`config.mk`:
```
export PLATFORM = sky130hd
export DESIGN_NAME = count_ctrl_flat
export DESIGN_NICKNAME = d
export VERILOG_FILES = /design/src/rtl/count_ctrl_pkg.sv /design/src/rtl/count_ctrl_if.sv /design/src/rtl/count_ctrl_tick_gen.sv /design/src/rtl/count_ctrl.sv /design/src/flat_wrapper.sv
export SDC_FILE = /design/constraint.sdc
export NUM_CORES = 1
export LEC_CHECK = 0
export ABC_AREA = 1
export CORE_UTILIZATION = 35
export DETAILED_ROUTE_END_ITERATION = 10
export PLACE_DENSITY = 0.62
export SKIP_CTS_REPAIR_TIMING = 1
export SLEW_MARGIN = 20
export SYNTH_ARGS = -nofsm -noshare
export SYNTH_HDL_FRONTEND = slang
export SYNTH_SLANG_ARGS = --single-unit
```
`constraint.sdc`:
```
create_clock -name clk -period 2.2 [get_ports clk]
set_input_delay 0.22 -clock clk [delete_from_list [all_inputs] [get_ports clk]]
set_output_delay 0.22 -clock clk [all_outputs]
set_load 0.01 [all_outputs]
```
`src/rtl/count_ctrl_pkg.sv`:
```
// Shared types and default sizes for the count controller and its prescaler.
package count_ctrl_pkg;

    localparam int DEF_WIDTH   = 4;
    localparam int DEF_PRESC_W = 8;

    typedef enum logic [1:0] {
        IDLE = 2'd0,
        LOAD = 2'd1,
        RUN  = 2'd2,
        DONE = 2'd3
    } state_t;

endpackage

```
`src/rtl/count_ctrl_if.sv`:
```
// Bundle between the controller, its requester and the external loadable counter.
interface count_ctrl_if
    import count_ctrl_pkg::*;
#(
    parameter int WIDTH   = DEF_WIDTH,
    parameter int PRESC_W = DEF_PRESC_W
);
    logic               start;
    logic               stop;
    logic               auto_reload;
    logic [WIDTH-1:0]   start_val;
    logic [WIDTH-1:0]   end_val;
    logic [PRESC_W-1:0] presc;
    logic [WIDTH-1:0]   count;
    logic               load;
    logic               enable;
    logic [WIDTH-1:0]   data_out;
    logic               busy;
    logic               done;

    modport master (
        output start, stop, auto_reload, start_val, end_val, presc, count,
        input  load, enable, data_out, busy, done
    );

    modport slave (
        input  start, stop, auto_reload, start_val, end_val, presc, count,
        output load, enable, data_out, busy, done
    );
endinterface

```
`src/rtl/count_ctrl_tick_gen.sv`:
```
// Prescaler: free-runs while enabled and emits a tick every period+1 cycles.
module tick_gen
    import count_ctrl_pkg::*;
#(
    parameter int PRESC_W = DEF_PRESC_W
) (
    input  logic               clk,
    input  logic               rst_n,
    input  logic               clr,
    input  logic               en,
    input  logic [PRESC_W-1:0] period,
    output logic               tick
);
    logic [PRESC_W-1:0] cnt_reg;

    assign tick = en && (cnt_reg == period);

    always_ff @(posedge clk or negedge rst_n) begin
        if (!rst_n) begin
            cnt_reg <= '0;
        end else if (clr) begin
            cnt_reg <= '0;
        end else if (en) begin
            cnt_reg <= tick ? '0 : cnt_reg + 1'b1;
        end
    end
endmodule

```
`src/rtl/count_ctrl.sv`:
```
// Run sequencer for an external loadable counter: load, tick-paced enables, done pulse.
module count_ctrl
    import count_ctrl_pkg::*;
#(
    parameter int WIDTH   = DEF_WIDTH,
    parameter int PRESC_W = DEF_PRESC_W
) (
    input  logic       clk,
    input  logic       rst_n,
    count_ctrl_if.slave bus
);
    state_t             state_reg;
    logic [WIDTH-1:0]   start_val_reg;
    logic [WIDTH-1:0]   end_val_reg;
    logic [PRESC_W-1:0] presc_reg;
    logic               auto_reload_reg;
    logic               tick;
    logic               at_end;

    tick_gen #(.PRESC_W(PRESC_W)) u_tick_gen (
        .clk    (clk),
        .rst_n  (rst_n),
        .clr    (state_reg != RUN),
        .en     (state_reg == RUN),
        .period (presc_reg),
        .tick   (tick)
    );

    // The counter's own output closes the loop, so terminal detection sees the live count.
    assign at_end = (bus.count == end_val_reg);

    always_ff @(posedge clk or negedge rst_n) begin
        if (!rst_n) begin
            state_reg       <= IDLE;
            start_val_reg   <= '0;
            end_val_reg     <= '0;
            presc_reg       <= '0;
            auto_reload_reg <= 1'b0;
        end else if (bus.stop) begin
            state_reg <= IDLE;
        end else begin
            case (state_reg)
                IDLE: begin
                    if (bus.start) begin
                        start_val_reg   <= bus.start_val;
                        end_val_reg     <= bus.end_val;
                        presc_reg       <= bus.presc;
                        auto_reload_reg <= bus.auto_reload;
                        state_reg       <= LOAD;
                    end
                end
                LOAD:    state_reg <= RUN;
                RUN:     if (tick && at_end) state_reg <= DONE;
                DONE:    state_reg <= auto_reload_reg ? LOAD : IDLE;
                default: state_reg <= IDLE;
            endcase
        end
    end

    assign bus.load     = (state_reg == LOAD);
    assign bus.enable   = (state_reg == RUN) && tick && !at_end;
    assign bus.done     = (state_reg == DONE);
    assign bus.busy     = (state_reg != IDLE);
    assign bus.data_out = start_val_reg;
endmodule

```
`src/flat_wrapper.sv`:
```
// flat-port wrapper written by rule: the top's interface ports become plain ports
module count_ctrl_flat import count_ctrl_pkg::*;
#(
    parameter int WIDTH   = DEF_WIDTH,
    parameter int PRESC_W = DEF_PRESC_W
)
  (clk, rst_n, bus_start, bus_stop, bus_auto_reload, bus_start_val, bus_end_val, bus_presc, bus_count, bus_load, bus_enable, bus_data_out, bus_busy, bus_done);
  count_ctrl_if #(.WIDTH(WIDTH), .PRESC_W(PRESC_W)) bus_i ();
  input  logic clk;
  input  logic rst_n;
  input wire logic [$bits(bus_i.start)-1:0] bus_start;
  input wire logic [$bits(bus_i.stop)-1:0] bus_stop;
  input wire logic [$bits(bus_i.auto_reload)-1:0] bus_auto_reload;
  input wire logic [$bits(bus_i.start_val)-1:0] bus_start_val;
  input wire logic [$bits(bus_i.end_val)-1:0] bus_end_val;
  input wire logic [$bits(bus_i.presc)-1:0] bus_presc;
  input wire logic [$bits(bus_i.count)-1:0] bus_count;
  output wire logic [$bits(bus_i.load)-1:0] bus_load;
  output wire logic [$bits(bus_i.enable)-1:0] bus_enable;
  output wire logic [$bits(bus_i.data_out)-1:0] bus_data_out;
  output wire logic [$bits(bus_i.busy)-1:0] bus_busy;
  output wire logic [$bits(bus_i.done)-1:0] bus_done;
  assign bus_i.start = bus_start;
  assign bus_i.stop = bus_stop;
  assign bus_i.auto_reload = bus_auto_reload;
  assign bus_i.start_val = bus_start_val;
  assign bus_i.end_val = bus_end_val;
  assign bus_i.presc = bus_presc;
  assign bus_i.count = bus_count;
  assign bus_load = bus_i.load;
  assign bus_enable = bus_i.enable;
  assign bus_data_out = bus_i.data_out;
  assign bus_busy = bus_i.busy;
  assign bus_done = bus_i.done;
  count_ctrl #(.WIDTH(WIDTH), .PRESC_W(PRESC_W)) u_core (.clk(clk), .rst_n(rst_n), .bus(bus_i));
endmodule
```
Yosys cells after proc, flatten, opt, wreduce, memory -nomap -nowiden
Index checks and enable logic that the tools add are counted.

storage, ports and cells
  memory bits (writable) = 0
  bits of input ports = 25
  bits in registers = 27
  word-level logic and storage cells = 34
  bits in latches = 0
  memories kept = 0
  output and inout port bits = 8
  memory bits (read-only) = 0

cells by class
  reduce and logical (&&, ||, !) cells = 10
  shifts and indexed selects = 0
  divide/modulo/power cells = 0
  bitwise gates (word level) = 1
  eq/ne operators = 8
  muxes and demuxes = 8
  $add $sub $neg = 1
  magnitude comparators = 0
  multipliers = 0

operators with widths
  operator                                              number
  2-to-1 mux 8 bit                                      3
  adder 8 x 1 -> 8 bit (second input constant)          1
  equality test 8 bit                                   1
  case mux 2 bit (4 select lines)                       1
  2-to-1 mux 2 bit                                      3
  equality test 2 bit (second input constant)           2
  equality test 4 bit                                   1
  logical AND 1 bit                                     4
  nonzero test 2 bit                                    2
  != test 3 x 2 -> 1 bit (second input constant)        1
  != test 3 bit (second input constant)                 1
  AND reduction 3 bit                                   1
  equality test 2 x 1 -> 1 bit (second input constant)  1
  zero test 2 bit                                       1
  != test 2 bit (second input constant)                 1
  AND reduction 2 bit                                   1
  zero test 1 bit                                       1
  2-to-1 mux 1 bit                                      1
  NOT 1 bit                                             1

Logic depth before layout (Yosys ltp)
  word-level depth = 6
  depth in mapped cells = 11
  mapped depth without buffers = 11

Cells and area by module
From an unflattened synthesis, not the netlist that was laid out.

unflattened totals
  cells, all modules = 175
  area, all modules = 1,556.5 um2

by module, submodules not included
  module      cells each  area each (um2)  seq. area each (um2)  times used
  count_ctrl  92          983.4            475.5                 1
  tick_gen    83          573.0            200.2                 1

Worst setup path after synthesis
OpenSTA, ideal clock, no wires.

  kind = reg2reg
  start = register u_core.state_reg[0]
  end = register u_core.auto_reload_reg
  path buffers = 1
  library setup time = 125 ps
  slack = 563 ps
  required time = 2,075 ps
  cell stages (with the launch flop) = 8
  arrival = 1,512 ps
  period minus slack after synthesis = 1,637 ps
  cells stage by stage = dfrtp_1 > inv_1 > ha_1 > inv_1 > nor2_1 > nand2_1 > buf_2 > mux2_2

on the way
  word-level cells in the longest chain between the ends = 2

RTL lines
  item                           RTL line          text
  from (decl)                    count_ctrl.sv:12  state_t state_reg;
  from (signal assigned)         count_ctrl.sv:54  DONE: state_reg <= auto_reload_reg ? LOAD : IDLE;
  zero test 2 bit                count_ctrl.sv:42  case (state_reg)
  AND reduction 3 bit (no line)  n/a
  to (signal assigned)           count_ctrl.sv:48  auto_reload_reg <= bus.auto_reload;
  to (decl)                      count_ctrl.sv:16  logic auto_reload_reg;

No other way between the ends.
A chain may end at the register's enable or synchronous reset.

Final worst setup path
  start = register u_core.state_reg[0]
  end = output port bus_busy

on the way
  word-level cells in the longest chain between the ends = 1

RTL lines
  item                RTL line            text
  nonzero test 2 bit  count_ctrl.sv:63    assign bus.busy = (state_reg != IDLE);
  to (decl)           flat_wrapper.sv:21  output wire logic [$bits(bus_i.busy)-1:0] bus_busy;

No other way between the ends.

==> summary.txt <==
Power and ir drop
  • Worst VDD drop: 0.000493 V
  • Static leakage power: ~0.98 nW
  • Pwr dens: 947 nW/um^2

Synthesis
  • Sequential area share after synthesis: between 40% and 50%
  • FFs w/ async S/R, synth: 100%
  • Flip-flop and latch count after synthesis: 27
  • Yosys top cell area share: 45.6%
  • Top_reg_cell synth: dfrtp_1
  • Post-synth EDFFs: 0
  • Adder-cell share of the synthesized area: 5.07%
  • Post-synthesis xor/xnor area fraction: under 10%
  • Synth cell count leaders: nand2_1 (37), inv_1 (29), dfrtp_1 (27)
  • Post-synthesis simple-gate area fraction: 22.6%
  • Syn Nets: 204
  • Avg Synthesized Cell Area: 8.56 um^2
  • Compound-Gate Fraction of Synth Area: 5.07%
  • Area leader, netlist: dfrtp_1
  • Mapped cell area: 1480 um^2
  • Mux contribution to synthesized area: 8.36%
  • Main combinational cell family by area after synthesis: simple AND/OR/NAND/NOR gates
  • Synth area leaders: dfrtp_1 (46%), nand2_1 (9.4%), mux2_2 (8.4%)
  • Syn Inst Count: 173
  • Synth unique cells: 25
  • Syn. warnings: 0
  • Count leader, synth: nand2_1

Cells and area
  • Storage cell area: 676 um^2
  • Antenna Cells: 0
  • Layout cells sized above 1: 11.5%
  • Multi-input gate area: 684 um^2
  • Fillers: 413
  • Area Overhead vs Synth: 30.1%
  • Finished layout cell area: 1930 um^2
  • Nets: 241

Route
  • Pre-antenna DRT Iters: 4
  • Final wirelength: between 2 and 3 mm
  • Average wire per standard cell: between 10 and 15 um
  • DR DRC count: 0
  • Vias per inst: between 4 and 5
  • Post-route ant nets: 0
  • Vias: around 1200
  • DRT iter0 DRCs: 60

Floorplan
  • Initial Utilization: 36.8%
  • # rows: 23
  • Die area: 4500 um^2
  • Core ar.: 4030 um^2
  • I/O Pins: 33
  • Die Height: 67.1 um
  • DIE WIDTH: 67.1 um

Global routing
  • Initial antenna violation count: 0
  • Pin count of the biggest net entering global routing: 28
  • Total GRT Usage: 13.8%
  • Grt total ovfl: 0
  • Vias in the first global route: 1047
  • First-pass GRT wire length: 4.57 mm

Run
  • Maxcap violations: 0

CTS
  • Skew-Pair Late Insertion Delay: roughly 0.27 ns
  • H-tree lvl count: 1
  • Worst-path clk slew: 0.10 ns
  • Inserted Clock Buffers: 3
  • TritonCTS clock tree: built
  • CTS max path bufs: 2
  • Num Clock Sinks: 27
  • Root Driver: clkbuf_8

Critical path
  • CP required: 1.98 ns
  • WP data arrival: ~1.6 ns
  • Worst setup path class: reg2out
  • CP endpoint kind: output port
  • Crit path launch type: register
  • Crit Path Max Fanout: 5

Timing
  • Measured slew at the worst slew-check pin: 0.340 ns
  • Fin. Hold Viols: 0
  • Tcrit/Tclk final: 84.3%
  • Max Fclk: 0.539 GHz
  • Final period demand of the worst path: 1.85 ns
  • RSZ-0062 raised after global routing: no
  • Max-slew violation count: 0
  • Relative slew slack: 77.3%
  • Fin Setup TNS: 0 ns
  • Worst clock skew: 0.00995 ns
  • Setup violations, final: 0

Place
  • DP Area: 1870 um^2
  • DP HPWL: 2.03 mm
  • Placer Congestion: 0.856
  • Port Buf Inserts: 32

Worst hold path
  • Worst min-delay path class: in2async

Outcome
  • Outcome: complete, no violations
## through the flow
stage / util (%) / setup WS, ns / power (mW) / cells / hold WS [ns]
6_report: 47.8 / 0.345 / 1.82 / 259 / 0.306
5_1_grt: 47.8 / 0.201 / 1.98 / 259 / 0.355
4_1_cts: 47.6 / -0.0211 / 1.85 / 259 / 0.321
3_5_place_dp: 46.5 / 0.266 / 1.56 / 255 / 0.494
3_3_place_gp: 46.5 / 0.264 / 1.55 / 255 / 0.495
2_1_floorplan: - / 0.563 / 1.28 / 173 / -0.0756
## logic make-up after synthesis
family / Yosys count
DFF: 27
adders and majority gates: 6
AOI/OAI and AO/OA: 12
and+or+nand+nor: 76
xor gates and xnor gates: 8
muxes: 11
buffers and inverters: 33
## metal layers
metal	vias to the layer above	GRT usage, %	part of all wire, %
met2	25	20.5	44
met4	0	6.38	2.2
li1	610	-	-
met1	512	19.3	50
met5	-	0	0
met3	4	2.05	3.7
## cell type report
class	count	area share, %
clock buffers	3	2.14
flip-flops and latches	27	35.1
clock inverters	1	0.260
well taps	50	3.25
repair buffers	35	17.9
multi-input cells	113	35.5
inverters	30	5.84
## cell usage in the layout (no fill, tap or decap)
master,instances
nand2_1,37
clkdlybuf4s50_1,31
inv_1,29
dfrtp_1,27
nor2_1,15
nand3_1,13
mux2_2,11
a21oi_1,9
xnor2_1,6
ha_1,6
clkbuf_8,3
buf_4,3
nand3b_1,2
xor2_1,2
nand4_1,2
nor3_1,2
nor2_2,1
inv_2,1
or2_0,1
and3_4,1
a21oi_4,1
or2_2,1
o2111ai_1,1
nor3b_2,1
o21ai_0,1
clkinv_2,1
dlymetal6s2s_1,1
## worst paths after layout
check / startpoint / endpoint / slack (ns) / depth (start not counted)
setup / recovery: u_core.state_reg[0]$_DFFE_PN0P_ / bus_busy / 0.35 / 4
hold / removal: rst_n / u_core.u_tick_gen.cnt_reg[4]$_DFF_PN0_ / 0.31 / 2
setup reg to reg: u_core.state_reg[0]$_DFFE_PN0P_ / u_core.state_reg[0]$_DFFE_PN0P_ / 0.47 / 11
hold reg to reg: u_core.bus.data_out[3]$_DFFE_PN0P_ / u_core.bus.data_out[3]$_DFFE_PN0P_ / 0.51 / 1
max in group asynchronous: rst_n / u_core.end_val_reg[3]$_DFFE_PN0P_ / 1.63 / 2
min in group clk: bus_presc[1] / u_core.presc_reg[1]$_DFFE_PN0P_ / 0.51 / 3
## critical path, stage by stage (launching register included)
cell and delay, ns:
dfrtp_1 0.43, inv_1 0.11, ha_1 0.22, inv_1 0.07
clkdlybuf4s50_1 0.53
## where the power goes
part	internal [mW]	leakage, nW	switching [mW]
registers	0.673	0.332	0.129
clock network	0.127	0.0255	0.152
logic	0.403	0.621	0.340
total	1.20	0.978	0.621
No activity file was read; power rests on OpenSTA's default activity.
